===== src/rtl/pipelined_cla_adder.sv =====
// pipelined_cla_adder
//   Pipelined carry-look-ahead add/subtract unit with valid/ready streams on
//   both sides. The operand word is split into STAGES slices of SLICE bits.
//   Stage s adds slice s using BLOCK-bit look-ahead groups. Its carry reaches
//   stage s+1 through a pipeline register. Upper operand bits travel down the
//   pipe with the beat, and finished lower result bits travel with it too, so
//   one beat stays aligned. Latency is STAGES cycles when there are no stalls.
//
//   Optional feature: define CLA_SATURATE_EN to add the sat_mode/sat_hit ports
//   and the output clamp. The clamp sits in the last stage.
//
// Ports
//   clk, rst_n          clock (rising edge), async active-low reset
//   in_valid/in_ready   operand handshake (in_ready = !out_valid | out_ready)
//   a, b, cin, sub      sub=0: a+b+cin ; sub=1: a-b-cin
//   out_valid/out_ready result handshake
//   sum, cout, ovf      result, raw carry out of MSB, signed overflow
//   sat_mode, sat_hit   [CLA_SATURATE_EN] 00/11 none, 01 unsigned, 10 signed;
//                       sat_hit is high when the result was clamped
module pipelined_cla_adder #(
  parameter int WIDTH  = 32,
  parameter int BLOCK  = 4,
  parameter int STAGES = 2
) (
  input  logic             clk,
  input  logic             rst_n,
  input  logic             in_valid,
  output logic             in_ready,
  input  logic [WIDTH-1:0] a,
  input  logic [WIDTH-1:0] b,
  input  logic             cin,
  input  logic             sub,
  output logic             out_valid,
  input  logic             out_ready,
  output logic [WIDTH-1:0] sum,
  output logic             cout,
  output logic             ovf
`ifdef CLA_SATURATE_EN
  ,
  input  logic [1:0]       sat_mode,
  output logic             sat_hit
`endif
);

  localparam int SLICE = WIDTH / STAGES;
  localparam int unsigned NGRP = SLICE / BLOCK;
  localparam int unsigned UBLK = BLOCK;

  logic advance;

  // SLICE-bit add built from look-ahead groups. Each bit carry inside a group
  // comes from the prefix generate/propagate terms and the group carry-in.
  // The group carry-out then feeds the next group of the slice.
  // Returns {carry_out, sum}.
  function automatic logic [SLICE:0] slice_add(input logic [SLICE-1:0] x,
                                               input logic [SLICE-1:0] y,
                                               input logic             ci);
    logic [SLICE-1:0] g, p;
    logic [SLICE:0]   c;
    logic             pg, pp;
    g    = x & y;
    p    = x ^ y;
    c    = '0;
    c[0] = ci;
    for (int unsigned k = 0; k < NGRP; k++) begin
      for (int unsigned i = 1; i <= UBLK; i++) begin
        pg = 1'b0;
        pp = 1'b1;
        for (int unsigned j = 0; j < i; j++) begin
          pg = g[k*UBLK+j] | (p[k*UBLK+j] & pg);
          pp = pp & p[k*UBLK+j];
        end
        c[k*UBLK+i] = pg | (pp & c[k*UBLK]);
      end
    end
    return {c[SLICE], p ^ c[SLICE-1:0]};
  endfunction

  genvar s;
  generate
    for (s = 0; s < STAGES; s++) begin : stg
      localparam int UW = WIDTH - s*SLICE;   // operand bits still to be added
      localparam int RW = (s+1)*SLICE;       // result bits known after this stage

      logic [UW-1:0]    xa, xb;              // b already conditionally inverted
      logic             xc, xv;
`ifdef CLA_SATURATE_EN
      logic             xsub;
      logic [1:0]       xmode;
`endif
      logic [SLICE:0]   r;
      logic [RW-1:0]    nres, fres;
      logic [RW-1:0]    res_q;
      logic             c_q, vld_q;

      if (s == 0) begin : src
        assign xa = a;
        assign xb = b ^ {WIDTH{sub}};
        assign xc = cin ^ sub;               // subtract: a + ~b + !cin
        assign xv = in_valid;
`ifdef CLA_SATURATE_EN
        assign xsub  = sub;
        assign xmode = sat_mode;
`endif
        assign nres = r[SLICE-1:0];
      end else begin : src
        assign xa = stg[s-1].fwd.opa_q;
        assign xb = stg[s-1].fwd.opb_q;
        assign xc = stg[s-1].c_q;
        assign xv = stg[s-1].vld_q;
`ifdef CLA_SATURATE_EN
        assign xsub  = stg[s-1].fwd.sub_q;
        assign xmode = stg[s-1].fwd.mode_q;
`endif
        assign nres = {r[SLICE-1:0], stg[s-1].res_q};
      end

      assign r = slice_add(xa[SLICE-1:0], xb[SLICE-1:0], xc);

      if (s < STAGES-1) begin : fwd
        logic [UW-SLICE-1:0] opa_q, opb_q;
`ifdef CLA_SATURATE_EN
        logic                sub_q;
        logic [1:0]          mode_q;
`endif
        always_ff @(posedge clk or negedge rst_n) begin
          if (!rst_n) begin
            opa_q  <= '0;
            opb_q  <= '0;
`ifdef CLA_SATURATE_EN
            sub_q  <= 1'b0;
            mode_q <= '0;
`endif
          end else if (advance) begin
            opa_q  <= xa[UW-1:SLICE];
            opb_q  <= xb[UW-1:SLICE];
`ifdef CLA_SATURATE_EN
            sub_q  <= xsub;
            mode_q <= xmode;
`endif
          end
        end
        assign fres = nres;
      end else begin : fin
        logic ovf_n, ovf_q;
        // carry into the MSB, recovered from the MSB sum bit and operand bits
        assign ovf_n = r[SLICE] ^ (nres[WIDTH-1] ^ xa[SLICE-1] ^ xb[SLICE-1]);
`ifdef CLA_SATURATE_EN
        logic hit, sat_q;
        always_comb begin
          fres = nres;
          hit  = 1'b0;
          case (xmode)
            2'b01: begin
              if (!xsub && r[SLICE]) begin
                fres = '1;
                hit  = 1'b1;
              end else if (xsub && !r[SLICE]) begin
                fres = '0;
                hit  = 1'b1;
              end
            end
            2'b10: begin
              // on overflow the true sign is the opposite of the wrapped MSB
              if (ovf_n) begin
                fres = nres[WIDTH-1] ? {1'b0, {(WIDTH-1){1'b1}}}
                                     : {1'b1, {(WIDTH-1){1'b0}}};
                hit  = 1'b1;
              end
            end
            default: ;
          endcase
        end
        always_ff @(posedge clk or negedge rst_n) begin
          if (!rst_n)       sat_q <= 1'b0;
          else if (advance) sat_q <= hit;
        end
`else
        assign fres = nres;
`endif
        always_ff @(posedge clk or negedge rst_n) begin
          if (!rst_n)       ovf_q <= 1'b0;
          else if (advance) ovf_q <= ovf_n;
        end
      end

      always_ff @(posedge clk or negedge rst_n) begin
        if (!rst_n) begin
          res_q <= '0;
          c_q   <= 1'b0;
          vld_q <= 1'b0;
        end else if (advance) begin
          res_q <= fres;
          c_q   <= r[SLICE];
          vld_q <= xv;
        end
      end
    end
  endgenerate

  assign out_valid = stg[STAGES-1].vld_q;
  assign sum       = stg[STAGES-1].res_q;
  assign cout      = stg[STAGES-1].c_q;
  assign ovf       = stg[STAGES-1].fin.ovf_q;
`ifdef CLA_SATURATE_EN
  assign sat_hit   = stg[STAGES-1].fin.sat_q;
`endif
  assign advance   = !out_valid | out_ready;
  assign in_ready  = advance;

endmodule


===== config.mk =====
export PLATFORM = sky130hd
export DESIGN_NAME = pipelined_cla_adder
export DESIGN_NICKNAME = d
export VERILOG_FILES = /design/src/rtl/pipelined_cla_adder.sv
export SDC_FILE = /design/constraint.sdc
export NUM_CORES = 1
export LEC_CHECK = 0
export CORE_UTILIZATION = 51
export CTS_CLUSTER_DIAMETER = 150
export DETAILED_ROUTE_END_ITERATION = 10
export PLACE_DENSITY = 0.91
export SLEW_MARGIN = 15
export SYNTH_ARGS = -nofsm -noshare
export SYNTH_HDL_FRONTEND = slang
export SYNTH_SLANG_ARGS = --single-unit

===== constraint.sdc =====
create_clock -name clk -period 2.6 [get_ports clk]
set_input_delay 0.26 -clock clk [delete_from_list [all_inputs] [get_ports clk]]
set_output_delay 0.26 -clock clk [all_outputs]
set_load 0.005 [all_outputs]

==> results.json, run 1 <==
{
  "status": "finished clean",
  "drt_iter0_drc": 183,
  "yosys.cell_types.count": 48,
  "clk_latency_ns": 0.35,
  "slew_viol_final": 0,
  "worstPathMaxFanout": 2,
  "diodes": 0,
  "vdd_drop_max_mv": 0.5103,
  "layout_common_cells": "138 x nand2_1, 101 x clkdlybuf4s50_1, 85 x dfrtp_1",
  "synth_area_um2": 4790,
  "finalWorstSetupSlack_ns": 0.08016,
  "cts_buffers": 9,
  "drive_above_1_share_pct": 9.875,
  "critPathRequiredTime_ns": 2.88,
  "hold_path_class": "in2reg",
  "finalCritPeriodShare_pct": 96.92,
  "die_y_um": 98.91,
  "hold_violations": 0,
  "drc": 0,
  "cts.path.max_buffers": 2,
  "tightest_slew_ns": 0.5066,
  "synthFlopType": "dfrtp_1",
  "io_pins": 106,
  "cts_tree": "built",
  "rrSetupSlack_ns": 0.11,
  "dieArea_um2": 9783,
  "rsz0062_at_grt": "yes",
  "via_per_inst": 5.391,
  "place_ws_ns": -0.3167,
  "grt_max_degree": 86,
  "clkSinkCount": 85,
  "synthToLayoutAreaGrowth_pct": 31.74,
  "post_drt_wl_per_cell_um": 14.71,
  "avgSynthCellArea_um2": 9.229,
  "dr.pass1.iters": 5,
  "final_common_cell": "nand2_1",
  "wl_mm": 10.97,
  "async_reset_ff_share_pct": 100.0,
  "io_buffers": 105,
  "max_slew_margin_pct": 65.99,
  "endpoint_kind": "flop",
  "dp_hpwl_mm": 8.010,
  "clockRootBuffer": "clkbuf_8",
  "critPathArrivalTime_ns": 2.80,
  "finalClockSkew_ns": 0.006109,
  "ant_nets": 0,
  "startpoint_type": "primary input",
  "core_um2": 8891,
  "ys_ff_latch": 85,
  "fp.dieW_um": 98.91,
  "grt-ovfl-total": 0,
  "synth_edf_count": 0,
  "power_density_nw_per_um2": 746.6,
  "dr_total_vias": 4022,
  "synthCells": 519,
  "gp_congestion": 0.8463,
  "initial_core_util_pct": 53.87,
  "crit_type": "in2reg",
  "stdcell_area_um2": 6310,
  "htree_levels": 3,
  "ys_seq_area_share_pct": 44.41,
  "setup_violations": 0,
  "rows": 34,
  "antenna_found_initial": 0,
  "cap_violations": 0,
  "dpl_cell_area_um2": 6066,
  "nNetsFinal": 744,
  "grt_pass1_wl_mm": 18.19,
  "hold-worst-slack_ns": 0.4347,
  "synth-warning-count": 0,
  "period_minus_slack_ns": 2.520,
  "synth_nets": 629,
  "cts.clk_slew.worst_paths_ns": 0.09,
  "grt_pass1_vias": 4039,
  "track_usage_pct": 23.44,
  "leakagePower_nw": 2.894,
  "fmax_ghz": 0.3969
}
layout make-up:
type                       instances  area [um^2]
fill                             633         2581
multi-input combinational        394         2577
sequential                        85         2127
timing repair buffer             130         1251
clock buffer                      11        141.4
tap                              108        135.1
inverter                          14        52.55
clock inverter                     4        25.02
path summary, 6_finish.rpt:
kind	startpoint	to	cells after the start
min reg2reg	stg[0].vld_q	stg[0].vld_q	2
min	a[22]	stg[0].fwd.opa_q[6]	3
min in group asynchronous	rst_n	stg[0].fwd.opb_q[10]	3
max in group asynchronous	rst_n	sum[4]	3
max	b[0]	stg[0].res_q[12]	11
max reg2reg	stg[0].fwd.opa_q[3]	ovf	8
metal layers:
layer	global-route usage, %	vias up	part of all wire, %
li1	-	1957	-
met1	30.34	1930	43
met2	40.67	120	51
met3	3.191	15	3.8
met4	7.807	0	1.5
met5	0	-	0
cell usage after synthesis, types with 4 or more instances:
| master | number | area share [%] |
|---|---|---|
| nor3_1 | 4 | 0.42 |
| clkbuf_1 | 16 | 1.3 |
| buf_1 | 8 | 0.63 |
| and3_1 | 5 | 0.65 |
| xnor2_1 | 24 | 4.4 |
| ha_1 | 32 | 8.4 |
| nand3_1 | 7 | 0.73 |
| dfrtp_1 | 85 | 44 |
| nand2_1 | 138 | 11 |
| inv_1 | 13 | 1.0 |
| a211oi_1 | 4 | 0.63 |
| nor2_1 | 30 | 2.4 |
| fa_1 | 8 | 3.3 |
| or3_1 | 4 | 0.52 |
| a21oi_1 | 35 | 3.7 |
| o21ai_1 | 14 | 1.5 |
| xor2_1 | 27 | 4.9 |
| a21o_1 | 7 | 1.1 |
| o21ai_0 | 19 | 2.0 |
cells by family (layout without fill, tap and decap cells):
logic type,count (synthesis),count (layout),synth area share (%)
simple gates,201,201,17.45
compound gates,100,100,13.38
flops,85,85,44.41
xor+xnor,52,52,9.666
fa+ha+maj,40,40,11.70
buf+inv,40,159,3.187
mux,1,1,0.2090
flip-flops by register name (all words and copies together) (netlist names):
signal / flops
stg.c_q: 1
stg.vld_q: 1
out_valid: 1
stg.fwd.opa_q: 16
cout: 1
stg.fwd.opb_q: 16
stg.res_q: 16
sum: 32
ovf: 1
power by group:
part	total (mW)	leakage (nW)	internal (mW)	switching, mW
clock network	0.841	0.0812	0.366	0.475
registers	1.93	1.00	1.70	0.232
logic	1.94	1.81	1.04	0.892
worst max-delay path, stage by stage:
cell and delay, ns:
clkdlybuf4s50_1 0.41, xor2_1 0.16, ha_1 0.21, a21o_1 0.21
a211oi_2 0.29, a21oi_2 0.10, a211oi_2 0.30, o31ai_2 0.12
nor2_1 0.16, fa_2 0.47, a21oi_2 0.12
through the flow:
step	power (mW)	TNS (ns)	std cells	utilization, %
floorplan	2.938	0	519	-
global placement	3.743	-1.277	729	68.22
detailed placement	3.843	-1.800	729	68.22
CTS	4.688	0	745	70.21
global route	5.021	-0.05938	746	70.97
finish	4.711	0	746	70.97
what timing repair did:
| item | in CTS | in global routing |
|---|---|---|
| endpoints found under the setup margin | 0 | 9 |
| resized for setup | 0 | 15 |
| setup buffers | 0 | 1 |
| endpoints found under the hold margin | 85 | 0 |
| hold buffers | 1 | 0 |
(Power assumes the default switching activity.)
==> run 2, diff against run 1 <==
--- a/config.mk
+++ b/config.mk
@@ -5,6 +5,7 @@
 export SDC_FILE = /design/constraint.sdc
 export NUM_CORES = 1
 export LEC_CHECK = 0
+export CORE_MARGIN = 4
 export CORE_UTILIZATION = 51
 export CTS_CLUSTER_DIAMETER = 150
 export DETAILED_ROUTE_END_ITERATION = 10
==> run 2 against run 1 <==
Effect of this change: total power up 3.4%; flip-flop and latch count unchanged; maximum frequency up 0.18%; via count down 0.75%; worst hold slack better by 0.0021 ns; clock power up 13%; first-iteration DRC count down 18%; largest cell class unchanged; highest routed layer unchanged.
==> results.json, run 2 (synthesized netlist as in run 1, its figures left out) <==
{
  "dp_hpwl_mm": 8.839,
  "io_buffers": 105,
  "track_usage_pct": 21.68,
  "hold_violations": 0,
  "switching_power_mw": 1.626,
  "cts.path.max_buffers": 2,
  "startpoint_type": "primary input",
  "die_y_um": 104.9,
  "r2r-start": "stg[0].fwd.opa_q[0]",
  "path_cells": "clkdlybuf4s50_1 > xor2_1 > ha_1 > a21o_1 > a211oi_2 > a21oi_2 > a211oi_2 > o31ai_2 > nor2_1 > fa_1 > a21oi_1",
  "rsz0062_at_grt": "yes",
  "r2r_cells": 9,
  "endpoint_kind": "flop",
  "grt_pass1_wl_mm": 19.47,
  "cts_buffers": 9,
  "vdd_drop_max_mv": 0.4056,
  "max_stage_delay_ns": 0.44,
  "slew_viol_final": 0,
  "diodes": 0,
  "worstPathMaxFanout": 2,
  "crit_slowest_cell": "fa_1",
  "cts.clk_slew.worst_paths_ns": 0.08,
  "dpl_cell_area_um2": 6075,
  "drt_iter0_drc": 150,
  "setup_violations": 0,
  "finalClockSkew_ns": 0.01291,
  "htree_levels": 3,
  "dr_total_vias": 3992,
  "rows": 35,
  "grt_max_degree": 89,
  "initial_core_util_pct": 52.08,
  "grt_pass1_vias": 4265,
  "p_int_mw": 3.243,
  "pwr-share-clk_pct": 19.6,
  "clk_latency_ns": 0.35,
  "power_frac_seq_pct": 39.9,
  "antenna_found_initial": 0,
  "synthToLayoutAreaGrowth_pct": 32.65,
  "hold_path_class": "in2reg",
  "final_common_cell": "nand2_1",
  "grt-ovfl-total": 0,
  "fmax_ghz": 0.3975,
  "gp_congestion": 0.9306,
  "holdPathStages": 3,
  "tightest_slew_ns": 0.7642,
  "crit_type": "in2reg",
  "critPathArrivalTime_ns": 2.80,
  "stdcell_area_um2": 6354,
  "io_pins": 106,
  "status": "finished clean",
  "wl_mm": 11.75,
  "reg2reg_to": "sum[24]",
  "power_density_nw_per_um2": 766.4,
  "drive_above_1_share_pct": 9.561,
  "critPathRequiredTime_ns": 2.89,
  "core_um2": 9196,
  "cp.buffers_inverters": 1,
  "holdCritStartpoint": "a[27]",
  "clkSinkCount": 85,
  "dp.cells": 731,
  "switching_share_pct": 33.40,
  "critPathTopFamily": "compound AO/OA/AOI/OAI gates",
  "combinationalPowerShare_pct": 40.6,
  "crit_top_cell": "a211oi_2",
  "largest_reg_flops": 32,
  "fp.dieW_um": 104.9,
  "drc": 0,
  "rrSetupSlack_ns": 0.09,
  "fin_tns_setup_ns": 0,
  "max_slew_margin_pct": 49.05,
  "cts_tree": "built",
  "dieArea_um2": 11010,
  "layout_common_cells": "138 x nand2_1, 102 x clkdlybuf4s50_1, 85 x dfrtp_1",
  "leakagePower_nw": 2.913,
  "dr.pass1.iters": 6,
  "nNetsFinal": 744,
  "finalCritPeriodShare_pct": 96.75,
  "fin_cells": 749,
  "cap_violations": 0,
  "clockRootBuffer": "clkbuf_8",
  "ant_nets": 0,
  "via_per_inst": 5.330,
  "period_minus_slack_ns": 2.515,
  "holdPathEnd": "stg[0].fwd.opa_q[11]",
  "post_drt_wl_per_cell_um": 15.68
}
run 2: final cells by class:
cell class              count  area, um^2
clock buffers              11       151.4
flip-flops and latches     85        2127
fillers                   672        2843
well taps                 111       138.9
clock inverters             4       47.55
inverters                  14       52.55
multi-input cells         394        2571
repair buffers            130        1265
run 2: power groups by stage:
stage / Clock (mW) / Sequential [mW] / Combinational, mW
2_1_floorplan: 0 / 1.93 / 1.01
3_3_place_gp: 0 / 1.94 / 1.83
3_5_place_dp: 0 / 1.96 / 1.93
4_1_cts: 0.965 / 1.94 / 1.95
5_1_grt: 1.03 / 1.99 / 2.18
6_report: 0.953 / 1.94 / 1.98
run 2: worst max-delay path by stage:
stage	startpoint	endpoint	slack [ns]	depth (start not counted)
floorplan	sub	stg[0].res_q[12]	0.009	12
global placement	b[1]	stg[0].res_q[12]	-0.22	11
detailed placement	b[1]	stg[0].res_q[8]	-0.36	11
CTS	b[1]	stg[0].res_q[8]	0.004	11
global route	b[0]	stg[0].res_q[12]	-0.02	11
finish	b[0]	stg[0].res_q[12]	0.08	11
run 2: routing by layer:
metal  track usage [%]  routed length [um]  vias up
met5                 0                   0        -
met4             9.747                 407        0
met3             3.706                 408       36
met2             38.08                6114       94
met1             25.94                4817     1901
li1                  -                   -     1961
run 2: worst min-delay path: cells and delay by family:
family        cells  cell delay [ns]
buf+inv           1             0.40
simple gates      2             0.10
run 2: per-stage QoR:
stage	hold slack (ns)	utilization [%]	setup WS, ns	power [mW]
finish	0.4368	69.09	0.08458	4.870
floorplan	-0.03559	-	0.008821	2.938
detailed placement	0.4528	66.05	-0.3597	3.895
CTS	0.1366	68.26	0.004383	4.855
global route	0.4483	69.09	-0.02399	5.195
global placement	0.4478	66.05	-0.2184	3.778
run 2: repair_timing:
item,4_1_cts,5_1_grt
hold endpoints to repair,0,3
setup buffers,0,2
gates resized for setup,1,10
pin swaps,0,9
setup endpoints to repair,1,9
hold buffers,0,1
==> run 3, diff against run 2 <==
--- a/config.mk
+++ b/config.mk
@@ -6,10 +6,10 @@
 export NUM_CORES = 1
 export LEC_CHECK = 0
 export CORE_MARGIN = 4
-export CORE_UTILIZATION = 51
+export CORE_UTILIZATION = 35
 export CTS_CLUSTER_DIAMETER = 150
 export DETAILED_ROUTE_END_ITERATION = 10
-export PLACE_DENSITY = 0.91
+export PLACE_DENSITY_LB_ADDON = 0.08
 export SLEW_MARGIN = 15
 export SYNTH_ARGS = -nofsm -noshare
 export SYNTH_HDL_FRONTEND = slang
==> run 3 against run 2 <==
Effect of this change: via count down 3.8%; highest routed layer unchanged; non-clock buffer count up 9; flip-flop and latch count did not move.
==> results.json, run 3 (synthesized netlist as in run 1, its figures left out) <==
{
  "fp.dieW_um": 125.0,
  "io_buffers": 105,
  "die_y_um": 125.0,
  "crit_slowest_cell": "fa_1",
  "p_int_mw": 3.606,
  "post_drt_wl_per_cell_um": 13.87,
  "grt_pass1_vias": 4037,
  "initial_core_util_pct": 35.88,
  "fmax_ghz": 0.4094,
  "cts_tree": "built",
  "hold_path_class": "reg2reg",
  "combinationalPowerShare_pct": 37.7,
  "vdd_drop_max_mv": 0.3925,
  "cts_buffers": 9,
  "grt-ovfl-total": 0,
  "tightest_slew_ns": 0.5901,
  "power_density_nw_per_um2": 787.2,
  "pwr-share-clk_pct": 25.4,
  "critPathArrivalTime_ns": 2.70,
  "max_slew_margin_pct": 60.66,
  "setup_violations": 0,
  "worstPathMaxFanout": 3,
  "grt_pass1_wl_mm": 19.74,
  "io_pins": 106,
  "fill_cells": 1312,
  "track_usage_pct": 15.31,
  "clkSinkCount": 85,
  "crit_type": "in2reg",
  "via_per_inst": 4.659,
  "wl_mm": 11.43,
  "diodes": 0,
  "gp_congestion": 0.7517,
  "drt_iter0_drc": 115,
  "critPathRequiredTime_ns": 2.86,
  "cap_violations": 0,
  "dieArea_um2": 15620,
  "nNetsFinal": 753,
  "synthToLayoutAreaGrowth_pct": 38.98,
  "hold_violations": 0,
  "largest_reg_flops": 32,
  "drc": 0,
  "ant_nets": 0,
  "crit_path_end": "stg[0].res_q[12]",
  "rrSetupSlack_ns": 0.18,
  "finalCritPeriodShare_pct": 93.95,
  "antenna_found_initial": 0,
  "cts.path.max_buffers": 2,
  "layout_common_cells": "138 x nand2_1, 101 x clkdlybuf4s50_1, 85 x dfrtp_1",
  "dr_total_vias": 3839,
  "crit_path_start": "a[1]",
  "grt_max_degree": 89,
  "path_cells": "clkdlybuf4s50_1 > ha_1 > a21o_1 > a211oi_4 > a21oi_2 > a211oi_2 > o31ai_2 > nor2_1 > fa_1 > a21oi_1",
  "rows": 42,
  "rsz0062_at_grt": "no",
  "stdcell_area_um2": 6656,
  "core_um2": 13350,
  "fin_tns_setup_ns": 0,
  "status": "finished clean",
  "power_frac_seq_pct": 36.9,
  "power_mw": 5.240,
  "switching_share_pct": 31.19,
  "multiInputGateArea_um2": 2614,
  "dp_hpwl_mm": 8.462,
  "clk_latency_ns": 0.34,
  "drive_above_1_share_pct": 11.42,
  "reg2reg_to": "sum[25]",
  "dpl_cell_area_um2": 6216,
  "cts.clk_slew.worst_paths_ns": 0.06,
  "endpoint_kind": "flop",
  "final_common_cell": "nand2_1",
  "r2r-start": "stg[0].fwd.opb_q[1]",
  "r2r_cells": 10,
  "seqCellArea_um2": 2127,
  "htree_levels": 3,
  "slew_viol_final": 0,
  "finalClockSkew_ns": 0.006045,
  "switching_power_mw": 1.634,
  "clockRootBuffer": "clkbuf_16",
  "leakagePower_nw": 3.028,
  "startpoint_type": "primary input",
  "dr.pass1.iters": 4,
  "max_stage_delay_ns": 0.43,
  "period_minus_slack_ns": 2.443
}
[run 3: how the worst min path moves through the flow]
stage,start,depth (start not counted),to
after detailed placement,rst_n,1,sum[29]
final,stg[0].vld_q,2,stg[0].vld_q
after global placement,rst_n,1,sum[29]
after global routing,a[22],3,stg[0].fwd.opa_q[6]
after floorplan,rst_n,0,cout
after CTS,a[29],3,stg[0].fwd.opa_q[13]
[run 3: layer usage]
metal	global-route usage, %	share of wire, %	vias to the layer above
met5	0	0	-
met4	4.401	1.2	0
met3	3.369	5.0	11
met2	24.55	48	72
met1	20.98	46	1779
li1	-	-	1977
[run 3: final cells by class]
| cell class | instances | area share (%) |
|---|---|---|
| Clock buffer | 12 | 4.004 |
| Clock inverter | 4 | 0.6767 |
| Inverter | 14 | 0.7895 |
| Multi-Input combinational cell | 394 | 39.27 |
| Sequential cell | 85 | 31.95 |
| Tap cell | 176 | 3.308 |
| Timing Repair Buffer | 139 | 20.00 |
[run 3: power groups by stage]
stage	sequential [mW]	combinational, mW	clock [mW]
6_report	1.93	1.98	1.33
5_1_grt	1.99	2.24	1.42
4_1_cts	1.94	1.94	1.37
3_5_place_dp	1.96	1.93	0
3_3_place_gp	1.95	1.90	0
2_1_floorplan	1.93	1.01	0
[run 3: metrics by stage]
step	std cells	worst slack (ns)	hold slack [ns]	util, %
finish	824	0.1574	0.4524	49.87
global route	824	0.003654	0.4507	49.87
CTS	821	0.01893	0.4426	48.98
detailed placement	804	-0.3207	0.3014	46.57
global placement	804	-0.2882	0.3008	46.57
floorplan	519	0.008821	-0.03559	-
[run 3: what timing repair did]
item                                    4_1_cts  5_1_grt
endpoints found under the hold margin        41        0
endpoints found under the setup margin        0       11
setup buffers                                 0        3
hold buffers                                  1        0
resized for setup                             0       19
[run 3: worst max-delay path, delay by kind of cell]
family	cells	cell delay [ns]
AND/OR/NAND/NOR	1	0.14
adder cells (fa/ha/maj)	2	0.76
AO/OA/AOI/OAI	6	1.13
buffers and inverters	1	0.41
